[config.mk]
export PLATFORM = sky130hd
export DESIGN_NAME = serial_adder
export DESIGN_NICKNAME = d
export VERILOG_FILES = /design/src/rtl/serial_adder.sv
export SDC_FILE = /design/constraint.sdc
export NUM_CORES = 1
export LEC_CHECK = 0
export CORE_MARGIN = 1
export CORE_UTILIZATION = 44
export DETAILED_ROUTE_END_ITERATION = 10
export GPL_TIMING_DRIVEN = 0
export HOLD_SLACK_MARGIN = 0.06
export PLACE_DENSITY = 0.84
export SYNTH_ARGS = -nofsm -noshare
export SYNTH_HDL_FRONTEND = slang
export SYNTH_SLANG_ARGS = --single-unit
[constraint.sdc]
create_clock -name clk -period 1.4 [get_ports clk]
set_input_delay 0.14 -clock clk [delete_from_list [all_inputs] [get_ports clk]]
set_output_delay 0.14 -clock clk [all_outputs]
set_load 0.02 [all_outputs]
[src/rtl/serial_adder.sv]
`default_nettype none
// +----------------------------------------------------------------------------+
// | serial_adder: multi-cycle add/subtract, DIGIT bits per clock, LSB first.   |
// | Revision: 1.0                                                              |
// +----------------------------------------------------------------------------+
module serial_adder #(
    parameter int WIDTH = 8,
    parameter int DIGIT = 1
) (
    input  logic             clk,
    input  logic             rst,
    input  logic             start,
    input  logic [WIDTH-1:0] a,
    input  logic [WIDTH-1:0] b,
    input  logic             cin,
    input  logic             sub,
    output logic             busy,
    output logic             done,
    output logic [WIDTH-1:0] sum,
    output logic             carry,
    output logic             overflow
);

    localparam int NSLICE = WIDTH / DIGIT;
    localparam int CNT_W  = (NSLICE > 1) ? $clog2(NSLICE) : 1;
    localparam logic [CNT_W-1:0] C_LAST_SLICE = CNT_W'(NSLICE - 1);

    if (DIGIT < 1 || WIDTH < 2 || (WIDTH % DIGIT) != 0) begin : g_bad_param
        $fatal(1, "serial_adder: WIDTH must be >= 2 and an exact multiple of DIGIT");
    end

    typedef enum logic [1:0] {
        S_IDLE = 2'd0,
        S_RUN  = 2'd1,
        S_DONE = 2'd2
    } state_t;

    state_t             r_state_q, w_state_d;
    logic [CNT_W-1:0]   r_cnt_q,   w_cnt_d;
    logic [WIDTH-1:0]   r_a_q,     w_a_d;
    logic [WIDTH-1:0]   r_b_q,     w_b_d;
    logic               r_c_q,     w_c_d;
    logic [WIDTH-1:0]   r_sum_q,   w_sum_d;
    logic               r_carry_q, w_carry_d;
    logic               r_ovf_q,   w_ovf_d;
    logic               r_busy_q,  w_busy_d;
    logic               r_done_q,  w_done_d;

    logic [DIGIT-1:0]   w_a_sl;
    logic [DIGIT-1:0]   w_b_sl;
    logic [DIGIT:0]     w_slice;
    logic               w_slice_ovf;

    always_comb begin
        w_state_d = r_state_q;
        w_cnt_d   = r_cnt_q;
        w_a_d     = r_a_q;
        w_b_d     = r_b_q;
        w_c_d     = r_c_q;
        w_sum_d   = r_sum_q;
        w_carry_d = r_carry_q;
        w_ovf_d   = r_ovf_q;

        // Operands shift right each cycle, so the active slice is always the low DIGIT bits.
        w_a_sl  = r_a_q[DIGIT-1:0];
        w_b_sl  = r_b_q[DIGIT-1:0];
        w_slice = {1'b0, w_a_sl} + {1'b0, w_b_sl} + {{DIGIT{1'b0}}, r_c_q};
        // Carry into the slice MSB is a^b^s at that bit; XOR with carry-out gives signed overflow.
        w_slice_ovf = w_a_sl[DIGIT-1] ^ w_b_sl[DIGIT-1] ^ w_slice[DIGIT-1] ^ w_slice[DIGIT];

        case (r_state_q)
            S_IDLE, S_DONE: begin
                if (start) begin
                    w_a_d     = a;
                    w_b_d     = sub ? ~b : b;
                    w_c_d     = cin ^ sub;
                    w_cnt_d   = '0;
                    w_state_d = S_RUN;
                end else if (r_state_q == S_DONE) begin
                    w_state_d = S_IDLE;
                end
            end
            S_RUN: begin
                w_a_d     = r_a_q >> DIGIT;
                w_b_d     = r_b_q >> DIGIT;
                w_c_d     = w_slice[DIGIT];
                w_sum_d   = (r_sum_q >> DIGIT) | (WIDTH'(w_slice[DIGIT-1:0]) << (WIDTH - DIGIT));
                w_carry_d = w_slice[DIGIT];
                w_ovf_d   = w_slice_ovf;
                if (r_cnt_q == C_LAST_SLICE) begin
                    w_state_d = S_DONE;
                end else begin
                    w_cnt_d = r_cnt_q + 1'b1;
                end
            end
            default: w_state_d = S_IDLE;
        endcase

        w_busy_d = (w_state_d == S_RUN);
        w_done_d = (w_state_d == S_DONE);
    end

    always_ff @(posedge clk) begin
        if (rst) begin
            r_state_q <= S_IDLE;
            r_cnt_q   <= '0;
            r_a_q     <= '0;
            r_b_q     <= '0;
            r_c_q     <= 1'b0;
            r_sum_q   <= '0;
            r_carry_q <= 1'b0;
            r_ovf_q   <= 1'b0;
            r_busy_q  <= 1'b0;
            r_done_q  <= 1'b0;
        end else begin
            r_state_q <= w_state_d;
            r_cnt_q   <= w_cnt_d;
            r_a_q     <= w_a_d;
            r_b_q     <= w_b_d;
            r_c_q     <= w_c_d;
            r_sum_q   <= w_sum_d;
            r_carry_q <= w_carry_d;
            r_ovf_q   <= w_ovf_d;
            r_busy_q  <= w_busy_d;
            r_done_q  <= w_done_d;
        end
    end

    assign busy     = r_busy_q;
    assign done     = r_done_q;
    assign sum      = r_sum_q;
    assign carry    = r_carry_q;
    assign overflow = r_ovf_q;

endmodule
`default_nettype wire
# Word level (Yosys, flattened, before mapping)
# Index checks and enable logic that the tools add are counted.
# classes
mux	14
bitwise	6
addsub	3
eq_ne	7
reduce_logical	5
# op_table
op	n
8-bit one-hot mux with 2 select lines	2
8-bit 2-to-1 mux	3
8-bit inverter	1
7-bit by 8-bit bitwise OR with 8-bit output	1
2-bit 2-to-1 mux	3
3-bit 2-to-1 mux	2
3-bit one-hot mux with 2 select lines	1
2-bit by 1-bit equality test with 1-bit output, second input constant	2
2-bit equality test, second input constant	2
2-bit != test, second input constant	2
2-bit one-hot mux with 2 select lines	1
1-bit bitwise XOR	4
3-bit by 1-bit adder with 3-bit output, second input constant	1
3-bit equality test, second input constant	1
3-bit AND reduction	1
1-bit by 1-bit adder with 2-bit output	1
2-bit by 1-bit adder with 2-bit output	1
2-bit logical NOT	1
1-bit one-hot mux with 2 select lines	1
2-bit AND reduction	1
2-bit nonzero test	1
2-bit OR reduction	1
1-bit 2-to-1 mux	1
# word_totals
wordCells	45
output_inout_bits	12
register_bits	34

# Longest topological paths before layout
# depth
word_depth	5
mapped_depth	5
mapped_depth_nobuf	5

# Worst setup path before layout
# OpenSTA, ideal clock, no wires.
# synth_timing
path_kind	reg2reg
from	register r_cnt_q[0]
to	register r_cnt_q[1]
slack_ns	0.003
path_stages_with_launch	6
t_required_ns	1.268
arrival_time_ns	1.265
cell_sequence	dfxtp_1 ha_1 ha_1 or3b_1 nand3_1 a21oi_1
# synth_between
elab_chain_cells	3
elab_cells_between_ends	6
# synth_rtl
element	line_no	source
start: declaration	39	logic [CNT_W-1:0] r_cnt_q, w_cnt_d;
start signal: assignment	117	r_cnt_q <= w_cnt_d;
3-bit by 1-bit adder with 3-bit output or 3-bit equality test (tied branches)	93, 90	
3-bit 2-to-1 mux or 2-bit != test (tied branches)	-	
3-bit one-hot mux with 2 select lines or 3-bit AND reduction (tied branches)	-	
# Parallel ways exist; a longest one is shown, timed or not. The select of a mux whose other input is x is not followed.
# A chain may end at the register's enable or synchronous reset.

# Worst setup path after layout
# layout_timing
from	register r_c_q
to	register r_ovf_q, in the netlist overflow
# layout_between
elab_chain_cells	3
# layout_rtl
element	line_no	source
start: declaration	42	logic r_c_q, w_c_d;
start signal: assignment	120	r_c_q <= w_c_d;
2-bit by 1-bit adder with 2-bit output	67	w_slice = {1'b0, w_a_sl} + {1'b0, w_b_sl} + {{DIGIT{1'b0}}, r_c_q};
via w_slice[0]	51	logic [DIGIT:0] w_slice;
1-bit bitwise XOR (2 in a row)	69	w_slice_ovf = w_a_sl[DIGIT-1] ^ w_b_sl[DIGIT-1] ^ w_slice[DIGIT-1] ^ w_slice[DIGIT];
end signal: assignment	123	r_ovf_q <= w_ovf_d;
end: declaration	45	logic r_ovf_q, w_ovf_d;
# The timed path passes the listed nets, and every way through them passes these cells.

==> flow_summary.ini <==
[finish]
antenna_cells = 0
finalNetCount = 226
area_delta_synth_final_pct = 33.3
post_route_cells_drive_above_1_share = 0.187
area_occupied_by_multi_input_gates_sq_um = 741
fill_cells = 280
final-seq-area_sq_um = 687

[sta]
finalMaxSlewViolations = 0
fin_hold_ws_ns = 0.152
slew-limit-headroom = 0.648
timing.final.hold_violations = 0
finalSetupViolations = 1
totalNegativeSetupSlack_ns = -0.00186
tightestPinTransition_ns = 0.528
fin_skew_ns = 0.00936
timing.final.crit_share = 1.00
finalCriticalPeriod_ns = 1.40
max_freq_mhz = 713
rsz0062_at_grt = true
setup_slack_after_layout_ns = -0.00186

[pwr]
power_per_cell_area_mw_per_mm2 = 1010
power.ir.vdd_worst_mv = 0.570
leakagePower_nw = 0.770

[floorplanning]
num_rows = 20
die_w_microns = 59.7
initial_utilization = 0.472
io_pins = 33
core_sq_mm = 0.00310
dieHeight_microns = 59.7
die_area_sq_mm = 0.00356

[yosys]
synth_edf_count = 0
synth_top_cells_by_count = dfxtp_1 (34), a21oi_1 (30), nand2_1 (22)
asyncSetResetFlopFracSynth = 0
synth.avg_cell_area_sq_um = 8.99
synthDominantAreaCellType = dfxtp_1
ys_warn_count = 0
synth.distinct_cells = 22
yosysMostFrequentCell = dfxtp_1
ys_seq_elements = 34
yosysTopAreaCellShare = 0.465
synth.yosys.seq_area_share = 0.465
synth.net_count = 187
synthesis.instances = 163
netlist_top_cells_area = dfxtp_1 (46%), a21oi_1 (10%), a22oi_1 (7.2%), nand3_1 (6.8%), nand2_1 (5.6%)
postSynth.topFlopCell = dfxtp_1
netlist_area_sq_mm = 0.00147

[run_status]
status = complete, but fails checks
violations = negative setup slack

[cts]
h-tree-depth = 2
cts.path.max_buffers = 2
latest_clock_arrival_within_the_worst_skew_pair_ns = 0.35
path_clk_slew_ns = 0.10
tritoncts = built
hold_buffers = 0
cts_root_buffer = clkbuf_4
cts_made_buffers = 5
cts.sinks = 34

[route]
routed_wl_microns = 3040
route.detailed.wl_per_inst_microns = 12.3
via_count = 1287
viasPerCell = 5.21
drt_drc_violations_left = 0
drt_iter0_drc = 77
drt_first_pass_iters = 4
final_antenna_net_count = 0

[worst_setup_path]
reg2reg_slack_ns = -0.002
path_max_fanout = 2
worst-r2r-cell-count = 4
worstSetupPathType = flip-flop to flip-flop
worst_path_most_repeated_cell = xnor2_1
worst-endpoint-arrival_ns = 1.63
critPathCaptureType = flip-flop
critical-path-top-delay-family = adder cells
critical_path_required_ns = 1.63
reg2reg_from = r_c_q
timing.critical_path.cells = fa_1 -> xnor2_1 -> xnor2_1 -> a211oi_2
cp_slowest_cell = fa_1
critPathLaunchType = flip-flop
reg2reg_to = overflow
worst-path-buf-inv = 0
timing.critical_path.slowest_cell_delay_ns = 0.56

[place]
detailedPlacementHpwl_microns = 2050
io_buffers = 30
gp_routability_congestion = 0.787

[worst_hold_path]
hold_depth = 2
min_delay_startpoint = rst
min-delay-path-class = input pin to flip-flop
min_delay_worst_endpoint = overflow

[grt]
antenna_violations_before_repair = 0
vias_in_the_first_global_route = 1119
grt_pass1_wl_microns = 4760
global_route.overflow_total = 0
gr-usage-all-layers = 0.183
largest_net_degree_at_the_start_of_global_routing = 11

[job]
cap_viol_max_count = 0
## power by group
part | total [mW] | switching [mW] | internal, mW
Combinational | 0.362 | 0.184 | 0.178
Clock | 0.567 | 0.324 | 0.243
Sequential | 1.05 | 0.0324 | 1.02
Total | 1.98 | 0.540 | 1.44
## area by class of cell
| class | instances | area share |
|---|---|---|
| plain buffers | 15 | 0.0525 |
| repair buffers | 32 | 0.158 |
| well taps | 44 | 0.0282 |
| flip-flops and latches | 34 | 0.352 |
| multi-input cells | 114 | 0.379 |
| clock buffers | 7 | 0.0282 |
| clock inverters | 1 | 0.00256 |
## metrics by stage
step                       util  power [mW]  setup WS, ns  std cells  instance area (sq um)
final                     0.629        1.98      -0.00186        247                   1950
after global routing      0.629        2.07       -0.0737        247                   1950
after detailed placement  0.587        1.42        -0.107        237                   1820
after CTS                 0.613        1.97       -0.0162        246                   1900
after global placement    0.587        1.42       -0.0844        237                   1820
after floorplan               -        1.30       0.00261        163                   1470
## state kept, by name, indices dropped and copies added (netlist names)
register	cells
r_a_q	8
r_b_q	8
sum	8
r_cnt_q	3
r_state_q	2
busy	1
carry	1
done	1
overflow	1
r_c_q	1
## cell families (layout without fill, tap and decap cells)
| group | Yosys count | in the layout | share of synthesized area |
|---|---|---|---|
| adder cells (fa/ha/maj) | 3 | 3 | 0.0307 |
| AO/OA/AOI/OAI | 46 | 46 | 0.187 |
| XOR/XNOR | 12 | 12 | 0.0717 |
| AND/OR/NAND/NOR | 53 | 53 | 0.176 |
| flip-flops | 34 | 34 | 0.465 |
| buffers and inverters | 15 | 55 | 0.0700 |
## layer usage
layer  routed length, microns  up-vias  track usage  part of all wire
met5                        0        -            0                 0
met4                       43        0       0.0698             0.014
met3                      183        5       0.0606             0.060
met2                     1490       41        0.295              0.49
met1                     1320      593        0.224              0.44
li1                         -      648            -                 -
## placed cells by master, fill, tap and decap left out, types with 2 or more instances in the layout
cell type        synthesis  routed
dfxtp_1                 34      29
a21oi_1                 30      27
nand2_1                 22      22
clkdlybuf4s50_1          0      18
nand3_1                 20      17
a22oi_1                 14      14
dlygate4sd2_1            0      10
xor2_1                   9       9
buf_4                    3       5
clkbuf_1                 4       5
clkbuf_4                 0       5
dfxtp_2                  0       5
buf_6                    4       4
buf_2                    4       4
nand2b_1                 3       3
nand3_2                  0       3
a21oi_2                  0       3
xnor2_1                  3       3
nor3b_1                  3       2
ha_4                     0       2
dlymetal6s2s_1           0       2
## repair_timing
action	4_1_cts	5_1_grt
endpoints found under the setup margin	16	7
resized for setup	19	10
pin swaps	7	7
setup buffers	1	1
hold endpoints to repair	0	0
## worst max-delay path by stage
stage	end	startpoint	cells after the start
finish	overflow	r_c_q	4
detailed placement	r_cnt_q[2]	r_cnt_q[0]	5
CTS	overflow	r_c_q	4
floorplan	r_cnt_q[1]	r_cnt_q[0]	5
global placement	r_cnt_q[0]	r_cnt_q[0]	5
global route	overflow	r_c_q	4
Power figures use the tool's default switching activity.
